<file path="config.mk">
export PLATFORM = sky130hd
export DESIGN_NAME = video_dot_serializer
export DESIGN_NICKNAME = d
export VERILOG_FILES = /design/src/rtl/video_dot_serializer_pkg.sv /design/src/rtl/dot_shift_reg.sv /design/src/rtl/video_dot_serializer.sv
export SDC_FILE = /design/constraint.sdc
export NUM_CORES = 1
export LEC_CHECK = 0
export BUFFER_PORTS_ARGS = -buffer_cell sky130_fd_sc_hd__buf_4
export CAP_MARGIN = 15
export CORE_MARGIN = 2
export CORE_UTILIZATION = 35
export DETAILED_ROUTE_END_ITERATION = 8
export GPL_ROUTABILITY_DRIVEN = 0
export HOLD_SLACK_MARGIN = 0.08
export PLACE_DENSITY_LB_ADDON = 0.2
export RECOVER_POWER = 50
export SLEW_MARGIN = 20
export SYNTH_ARGS = -nofsm -noshare
export SYNTH_HDL_FRONTEND = slang
export SYNTH_HIERARCHICAL = 1
export SYNTH_SLANG_ARGS = --single-unit
</file>
<file path="constraint.sdc">
create_clock -name clk -period 2.6 [get_ports clk]
set_input_delay 0.52 -clock clk [delete_from_list [all_inputs] [get_ports clk]]
set_output_delay 0.52 -clock clk [all_outputs]
set_load 0.005 [all_outputs]
</file>
<file path="src/rtl/video_dot_serializer_pkg.sv">
// Shared constants and FSM state type for the character-cell video serializer.
package video_dot_serializer_pkg;

  localparam int unsigned CELL_DOTS  = 7;
  localparam int unsigned GLYPH_DOTS = 5;
  localparam int unsigned COLS       = 40;
  localparam int unsigned ROWS       = 24;
  localparam int unsigned SCANS      = 8;

  localparam logic [5:0] CURSOR_CODE = 6'h00;

  typedef enum logic [1:0] {
    StIdle,
    StFetch,
    StDrain,
    StDone
  } vid_state_e;

endpackage

</file>
<file path="src/rtl/dot_shift_reg.sv">
// Parallel-load glyph shift register; MSB is the dot currently on screen.
module dot_shift_reg
  import video_dot_serializer_pkg::*;
(
  input  logic                  clk,
  input  logic                  reset_n,
  input  logic                  en,
  input  logic                  clr,
  input  logic                  load,
  input  logic                  shift,
  input  logic [GLYPH_DOTS-1:0] din,
  output logic                  dout
);

  logic [GLYPH_DOTS-1:0] sr_q;

  always_ff @(posedge clk or negedge reset_n) begin
    if (!reset_n) begin
      sr_q <= '0;
    end else if (en) begin
      if (clr) begin
        sr_q <= '0;
      end else if (load) begin
        sr_q <= din;
      end else if (shift) begin
        sr_q <= {sr_q[GLYPH_DOTS-2:0], 1'b0};
      end
    end
  end

  assign dout = sr_q[GLYPH_DOTS-1];

endmodule

</file>
<file path="src/rtl/video_dot_serializer.sv">
// Text-mode dot serializer: fetches 40 glyph rows per scanline and shifts them
// out one cell behind the fetch, with a blinking block-substitute cursor.
module video_dot_serializer
  import video_dot_serializer_pkg::*;
#(
  parameter int unsigned BLINK_FRAMES = 16
) (
  input  logic       clk,
  input  logic       reset_n,
  input  logic       dot_en,
  input  logic       frame_start,
  input  logic       line_start,
  input  logic [5:0] char_code,
  input  logic       cursor_flag,
  output logic [8:0] rom_a,
  input  logic [5:1] rom_x,
  output logic [5:0] col_addr,
  output logic [4:0] row_addr,
  output logic       active,
  output logic       dot_out,
  output logic       line_done
);

  localparam int unsigned BlinkW = $clog2(2 * BLINK_FRAMES);

  vid_state_e        state_q, state_d;
  logic [2:0]        dot_q, dot_d;
  logic [5:0]        cell_q, cell_d;
  logic [5:0]        col_q, col_d;
  logic [4:0]        row_q, row_d;
  logic [2:0]        scan_q, scan_d;
  logic [BlinkW-1:0] blink_q, blink_d;
  logic [8:0]        rom_a_q, rom_a_d;

  logic       sr_clr, sr_load, sr_msb;
  logic       line_go, blink_on, last_dot;
  logic [5:0] char_sel;

  assign line_go  = line_start && (row_q < 5'(ROWS));
  assign blink_on = blink_q < BlinkW'(BLINK_FRAMES);
  assign char_sel = (cursor_flag && blink_on) ? CURSOR_CODE : char_code;
  assign last_dot = dot_q == 3'(CELL_DOTS - 1);

  always_comb begin
    state_d = state_q;
    dot_d   = dot_q;
    cell_d  = cell_q;
    col_d   = col_q;
    row_d   = row_q;
    scan_d  = scan_q;
    blink_d = blink_q;
    rom_a_d = rom_a_q;
    sr_clr  = 1'b0;
    sr_load = 1'b0;

    if (frame_start) begin
      state_d = StIdle;
      dot_d   = '0;
      cell_d  = '0;
      col_d   = '0;
      row_d   = '0;
      scan_d  = '0;
      sr_clr  = 1'b1;
      blink_d = (blink_q == BlinkW'(2 * BLINK_FRAMES - 1)) ? '0 : blink_q + BlinkW'(1);
    end else if (line_go && state_q != StDone) begin
      // Start from idle, or restart a line already in progress.
      state_d = StFetch;
      dot_d   = '0;
      cell_d  = '0;
      col_d   = '0;
      sr_clr  = 1'b1;
    end else begin
      unique case (state_q)
        StIdle: begin
        end
        StFetch, StDrain: begin
          dot_d = dot_q + 3'd1;
          if (state_q == StFetch && dot_q == 3'd1) begin
            rom_a_d = {char_sel, scan_q};
          end
          if (last_dot) begin
            dot_d  = '0;
            cell_d = cell_q + 6'd1;
            if (state_q == StFetch) begin
              sr_load = 1'b1;
              // col_addr holds the last column through the drain cell.
              if (cell_q == 6'(COLS - 1)) begin
                state_d = StDrain;
              end else begin
                col_d = cell_q + 6'd1;
              end
            end else begin
              state_d = StDone;
            end
          end
        end
        StDone: begin
          state_d = StIdle;
          scan_d  = scan_q + 3'd1;
          if (scan_q == 3'(SCANS - 1)) begin
            row_d = row_q + 5'd1;
          end
        end
        default: state_d = StIdle;
      endcase
    end
  end

  always_ff @(posedge clk or negedge reset_n) begin
    if (!reset_n) begin
      state_q <= StIdle;
      dot_q   <= '0;
      cell_q  <= '0;
      col_q   <= '0;
      row_q   <= '0;
      scan_q  <= '0;
      blink_q <= '0;
      rom_a_q <= '0;
    end else if (dot_en) begin
      state_q <= state_d;
      dot_q   <= dot_d;
      cell_q  <= cell_d;
      col_q   <= col_d;
      row_q   <= row_d;
      scan_q  <= scan_d;
      blink_q <= blink_d;
      rom_a_q <= rom_a_d;
    end
  end

  dot_shift_reg u_shift (
    .clk     (clk),
    .reset_n (reset_n),
    .en      (dot_en),
    .clr     (sr_clr),
    .load    (sr_load),
    .shift   (1'b1),
    .din     (rom_x),
    .dout    (sr_msb)
  );

  assign rom_a     = rom_a_q;
  assign col_addr  = col_q;
  assign row_addr  = row_q;
  assign active    = (state_q == StFetch || state_q == StDrain) && (cell_q != 6'd0);
  assign dot_out   = active & sr_msb;
  assign line_done = state_q == StDone;

endmodule

</file>
==> summary.txt, run 1 <==
Outcome
  – Outcome: finished, final reports clean

Clock tree
  – CTS tree: built
  – Clock-pin slew on the worst setup and hold paths: 0.08 ns
  – Root Driver: clkbuf_8
  – Clock Latency Late Sink: around 0.30 ns
  – CTS Sinks: 44
  – Htree depth: 2
  – Clk buf depth: 2
  – Hold_buf cts: 0
  – Quantity of gates resized following cts: 0
  – CTS buffer count: 5
  – # Post-CTS Setup Buffers: 0

Synth
  – FF+latch count, synth: 44
  – Simple-gate share of the synthesized area: 0.1506
  – Post-synth top flop: dfrtp_1
  – XOR/XNOR Fraction of Synth Area: 0.01388
  – Multiplexer share of the synthesized area: 0.1095
  – Adder-Cell Fraction of Synth Area: 0.04955
  – Register area share after synthesis: 0.4361
  – Compound-Gate Fraction of Synth Area: 0.1829
  – Async S/R FF share, synth: 1.000
  – Largest family of logic cells by synthesized area: compound AO/OA/AOI/OAI gates
  – Syn Std Cell Area: 2525 um^2
  – Syn Area/Cell: roughly 11 um^2
  – Ys Warns: 6
  – Count of flip-flops with a built-in enable after synthesis: 0
  – Post-synth cell types: 50
  – Mapped Cells: 240

Drt
  – Iteration-0 DRC Markers: 94
  – Drt drc: 0
  – ANT nets after route: 0
  – Initial DRT Pass Iterations: 4
  – Wire per inst: about 14 um
  – Vias/cell: about 5
  – Routed wire length: a little over 5 mm
  – Via count: approximately 1900

Setup path
  – Crit path required time: roughly 2.1 ns
  – Kind of critical path: flop to output pin
  – Worst Path Arrival: 1.79 ns
  – Startpoint types: flop
  – Crit path capture type: output pin
  – Crit path max fanout: 10

Placed design
  – Detail Placement HPWL: 3.539 mm
  – Pre-CTS WS: approximately 0.42 ns
  – Port Buffers: 39
  – Placed Cells: around 370

Floorplan
  – Full die area: 7909 um^2
  – I/O pin total: 40
  – Die Span X: around 89 um
  – Die height: a little under 90 um
  – Initial core utilization: 0.3676
  – Row cnt: 30
  – Core area: between 6000 and 7000 um^2

Finish
  – Seq. cell area: 1101 um^2
  – Nets: about 310
  – Synthesis-to-finish area growth: 18.29%
  – Area of the multi-input gates: 1300 um^2
  – Fillers: 676
  – Fin cells: roughly 380
  – Ant diodes: 0
  – Share of cells above drive strength 1: 0.2571

STA
  – Slew @ Worst Pin: 1.115 ns
  – Peak Freq: approximately 430 MHz
  – Hold Slack: 0.4203 ns
  – Final Hold Vio Count: 0
  – Final worst path period share: 0.8881
  – Setup Skew: 0.009261 ns
  – Post-route minimum period: around 2.3 ns
  – Pins over their slew limit: 0
  – RSZ-0062 raised after global routing: no
  – Setup TNS: 0 ns
  – Endpoints failing setup: 0
  – Final Worst Setup Slack: 0.2908 ns
  – Slew HR: 0.2566

GRT
  – Total GRT Usage: 0.1455
  – Vias in the first global route: 1846
  – First-pass GRT wire length: 8.990 mm
  – Initial antenna violation count: 0
  – Largest net degree at the start of global routing: 45
  – Total grt overflow: 0

Job
  – Max cap viols: 0

Pwr
  – Seq pwr share: 0.519
  – Clk network pwr share: 0.295
  – Power per cell area: between 500 and 600 nW/um^2
  – Gate power share: 0.186
  – P_sw: 0.4483 mW
  – Switch share: 0.2827
  – Max IR drop VDD: between 0.0002 and 0.00025 V
  – Leak Pwr: 1.375 nW
  – Cell internal pwr: 1.138 mW

Worst hold path
  – Hold WC Path Type: primary input to async pin
[cell families (layout without fill, tap and decap cells)]
family,Yosys count,count (layout)
compound gates,57,57
xor+xnor,4,4
fa+ha+maj,10,10
buf+inv,28,65
flops,44,44
mux,25,25
other cells,1,4
simple gates,71,71
[critical path, cell delays in order, from the launching register on]
cell	delay, ns
dfrtp_1	0.39
inv_1	0.08
ha_1	0.43
a31oi_1	0.32
and2_1	0.18
buf_4	0.10
[path summary, 6_finish.rpt]
check,startpoint,end,slack (ns),cells after the start
hold / removal,reset_n,blink_q[1],0.42,1
max in group asynchronous,reset_n,col_addr[4],1.49,1
hold reg to reg,blink_q[3],blink_q[3],0.49,1
min in group clk,char_code[4],rom_a[7],0.47,3
setup / recovery,state_q[0],dot_out,0.29,5
setup reg to reg,state_q[0],rom_a[2],0.41,7
[power by group through the flow]
| stage | combinational, mW | sequential [mW] | clock (mW) |
|---|---|---|---|
| final | 0.295 | 0.823 | 0.468 |
| after global routing | 0.334 | 0.836 | 0.509 |
| after CTS | 0.301 | 0.823 | 0.488 |
| after detailed placement | 0.302 | 0.833 | 0 |
| after global placement | 0.292 | 0.836 | 0 |
| after floorplan | 0.198 | 0.817 | 0 |
[metrics by stage]
step	cell area (um^2)	total power, mW	utilization
6_report	2987	1.586	0.4348
5_1_grt	2987	1.678	0.4348
4_1_cts	2993	1.612	0.4357
3_5_place_dp	2897	1.135	0.4217
3_3_place_gp	2897	1.128	0.4217
2_1_floorplan	2536	1.014	-
[routing by layer]
layer	GRT usage	part of all wire	vias up
li1	-	-	934
met1	0.2117	0.50	892
met2	0.2110	0.43	46
met3	0.03047	0.046	8
met4	0.05970	0.022	0
met5	0	0	-
[registers in the layout, summed over array words and instances, names as in the netlist]
signal and count:
blink_q 5, cell_q 6, col_addr 6, dot_q 3, rom_a 9, row_addr 5
scan_q 3, state_q 2, u_shift/sr_q 5
[layout make-up]
cell class,instances,share of cell area
sequential,44,0.3687
tap,96,0.04022
clock buffer,7,0.03226
timing repair buffer,42,0.1035
multi-input combinational,171,0.4353
inverter,16,0.02011
[cell usage after synthesis, types with 2 or more instances]
master / instances / share of area
nand4_1: 5 / 0.012
a21boi_0: 2 / 0.0059
a31oi_1: 6 / 0.015
nand3_1: 4 / 0.0079
nand2b_1: 2 / 0.0050
o2bb2ai_1: 6 / 0.021
or3_1: 2 / 0.0050
nor2_1: 21 / 0.031
or4_1: 2 / 0.0059
ha_1: 10 / 0.050
mux2_4: 3 / 0.018
buf_4: 2 / 0.0059
buf_2: 5 / 0.0099
mux2_2: 8 / 0.036
o211ai_2: 2 / 0.0099
o21ai_0: 14 / 0.028
nor3_1: 4 / 0.0079
and2_1: 3 / 0.0074
mux2i_1: 13 / 0.052
o21ai_1: 4 / 0.0079
a32o_1: 3 / 0.012
a21o_1: 2 / 0.0059
nor2b_1: 6 / 0.015
nand2_1: 14 / 0.021
clkbuf_1: 2 / 0.0030
a21oi_1: 4 / 0.0079
a22o_1: 4 / 0.014
dfrtp_1: 44 / 0.44
xor2_1: 3 / 0.010
and3_1: 3 / 0.0074
inv_1: 16 / 0.024
buf_6: 3 / 0.013
[placed cells by master, fill, tap and decap left out, types with 4 or more instances in the layout]
| cell | netlist | layout |
|---|---|---|
| a21oi_1 | 4 | 4 |
| nand3_1 | 4 | 4 |
| a31oi_1 | 6 | 6 |
| conb_1 | 1 | 4 |
| nor3_1 | 4 | 4 |
| nand2_1 | 14 | 14 |
| a22o_1 | 4 | 4 |
| o21ai_1 | 4 | 4 |
| nor2_1 | 21 | 21 |
| clkbuf_8 | 0 | 7 |
| buf_4 | 2 | 31 |
| ha_1 | 10 | 10 |
| dfrtp_1 | 44 | 44 |
| nor2b_1 | 6 | 6 |
| clkbuf_4 | 0 | 9 |
| mux2i_1 | 13 | 13 |
| nand4_1 | 5 | 5 |
| mux2_2 | 8 | 8 |
| o21ai_0 | 14 | 14 |
| inv_1 | 16 | 16 |
| o2bb2ai_1 | 6 | 6 |
No activity file was read; power rests on OpenSTA's default activity.
==> run 2, diff against run 1 <==
--- a/config.mk
+++ b/config.mk
@@ -8,7 +8,7 @@
 export BUFFER_PORTS_ARGS = -buffer_cell sky130_fd_sc_hd__buf_4
 export CAP_MARGIN = 15
 export CORE_MARGIN = 2
-export CORE_UTILIZATION = 35
+export CORE_UTILIZATION = 40
 export DETAILED_ROUTE_END_ITERATION = 8
 export GPL_ROUTABILITY_DRIVEN = 0
 export HOLD_SLACK_MARGIN = 0.08
==> summary.txt, run 2 (same netlist as run 1, synthesis figures left out) <==
STA
  – Setup Skew: 0.01558 ns (was 0.009261 ns)
  – RSZ-0062 raised after global routing: no (unchanged)
  – Final Hold Vio Count: 0 (unchanged)
  – Endpoints failing setup: 0 (unchanged)
  – Post-route minimum period: 2.256 ns (was 2.309 ns)
  – Final worst path period share: 0.8676 (was 0.8881)
  – Peak Freq: 443.3 MHz (was 433.1 MHz)
  – Pins over their slew limit: 0 (unchanged)
  – Slew HR: 0.2815 (was 0.2566)
  – Final Worst Setup Slack: 0.3443 ns (was 0.2908 ns)
  – Slew @ Worst Pin: 1.078 ns (was 1.115 ns)
  – Setup TNS: 0 ns (unchanged)

Finish
  – Most common cell after layout, fill and taps aside: dfrtp_1 (unchanged)
  – Area of the multi-input gates: 1300 um^2 (unchanged)
  – Max FFs per register: 9 (unchanged)
  – Core Util, Final: 0.4979 (was 0.4348)
  – Ant diodes: 0 (unchanged)
  – Most frequent cells in the layout: 44 x dfrtp_1, 32 x buf_4, 21 x nor2_1, 16 x inv_1 (was 44 x dfrtp_1, 31 x buf_4, 21 x nor2_1, 16 x inv_1)
  – Nets: 309 (was 307)
  – Synthesis-to-finish area growth: 18.83% (was 18.29%)
  – Seq. cell area: 1101 um^2 (unchanged)
  – Share of cells above drive strength 1: 0.2553 (was 0.2571)
  – Final instance area: 3000 um^2 (was 2987 um^2)
  – Fillers: 565 (was 676)

Drt
  – Iteration-0 DRC Markers: 92 (was 94)
  – Drt drc: 0 (unchanged)
  – Wire per inst: 14.12 um (was 13.62 um)
  – ANT nets after route: 0 (unchanged)
  – Vias/cell: 5.269 (was 5.000)
  – Routed wire length: 5.042 mm (was 5.122 mm)
  – Initial DRT Pass Iterations: 4 (unchanged)
  – Via count: 1881 (was 1880)

Clock tree
  – Clk buf depth: 2 (unchanged)
  – CTS tree: built (unchanged)
  – # Post-CTS Setup Buffers: 0 (unchanged)
  – Clock-pin slew on the worst setup and hold paths: 0.09 ns (was 0.08 ns)
  – Hold_buf cts: 0 (unchanged)
  – CTS buffer count: 5 (unchanged)
  – Clock Latency Late Sink: 0.31 ns (was 0.30 ns)
  – Root Driver: clkbuf_8 (unchanged)
  – Quantity of gates resized following cts: 0 (unchanged)
  – Htree depth: 2 (unchanged)
  – CTS Sinks: 44 (unchanged)

Floorplan
  – Die height: 83.45 um (was 88.94 um)
  – Die Span X: 83.45 um (was 88.94 um)
  – I/O pin total: 40 (unchanged)
  – Row cnt: 28 (was 30)
  – Full die area: 6964 um^2 (was 7909 um^2)
  – Initial core utilization: 0.4190 (was 0.3676)
  – Core area: 6026 um^2 (was 6869 um^2)

Placed design
  – Port Buffers: 39 (unchanged)
  – Detail Placement HPWL: 3.587 mm (was 3.539 mm)
  – Placed instance area: 2885 um^2 (was 2897 um^2)
  – Pre-CTS WS: 0.4532 ns (was 0.4186 ns)

Setup path
  – Crit path max fanout: 10 (unchanged)
  – Kind of critical path: flop to output pin (unchanged)
  – Startpoint types: flop (unchanged)
  – Worst Path Arrival: 1.74 ns (was 1.79 ns)
  – Crit path capture type: output pin (unchanged)
  – Crit path required time: 2.08 ns (about the same)
  – Worst r2r path cells: 6 (was 7)

Pwr
  – Leak Pwr: 1.393 nW (was 1.375 nW)
  – Max IR drop VDD: 0.0003423 V (was 0.0002443 V)
  – Power per cell area: 576.3 nW/um^2 (was 531.0 nW/um^2)
  – Total power: 1.729 mW (was 1.586 mW)

Job
  – Max cap viols: 0 (unchanged)

GRT
  – Total grt overflow: 0 (unchanged)
  – Total GRT Usage: 0.1525 (was 0.1455)
  – Vias in the first global route: 1835 (was 1846)
  – Largest net degree at the start of global routing: 45 (unchanged)
  – Initial antenna violation count: 0 (unchanged)
  – First-pass GRT wire length: 8.700 mm (was 8.990 mm)

Worst hold path
  – Hold WC Path Type: primary input to async pin (unchanged)

Outcome
  – Outcome: finished, final reports clean (unchanged)
## run 2: cell types whose count changed in the layout (fill, tap and decap cells not counted), sizes merged
cell,before,now
bufinv,0,2
buf,31,32
clkbuf,18,17
## run 2: per-layer routing
| metal | vias to the layer above | global-route usage | share of wire |
|---|---|---|---|
| met2 | 36 | 0.2427 | 0.46 |
| met5 | - | 0 | 0 |
| met3 | 7 | 0.03660 | 0.044 |
| met1 | 899 | 0.2027 | 0.48 |
| li1 | 939 | - | - |
| met4 | 0 | 0.05718 | 0.017 |
## run 2: metrics by stage
stage | instances | hold WS, ns
global placement | 350 | 0.4685
global route | 357 | 0.4611
CTS | 357 | 0.2162
floorplan | 243 | 0.2244
finish | 357 | 0.3988
detailed placement | 350 | 0.4770
## run 2: final timing paths
kind | slack (ns) | endpoint | start
max | 0.34 | dot_out | state_q[0]
min | 0.40 | blink_q[2] | reset_n
max reg2reg | 0.44 | col_addr[1] | state_q[0]
min reg2reg | 0.49 | u_shift/sr_q[1] | u_shift/sr_q[1]
max in group asynchronous | 1.53 | u_shift/sr_q[3] | reset_n
min in group clk | 0.46 | rom_a[7] | char_code[4]
## run 2: layout make-up
type	count	area share
multi-input cells	171	0.4333
flip-flops and latches	44	0.3670
repair buffers	44	0.1055
well taps	75	0.03128
clock buffers	5	0.02294
clock inverters	2	0.02002
inverters	16	0.02002
## run 2: critical path, cell delays in order, from the launching register on
cell and delay [ns]:
dfrtp_1 0.38, inv_1 0.07, ha_1 0.42, a31oi_1 0.28, and2_1 0.17, buf_4 0.10
## run 2: power breakdown
group	switching (mW)	internal [mW]
sequential	0.0684	0.755
combinational	0.146	0.145
clock	0.237	0.378
total	0.451	1.28
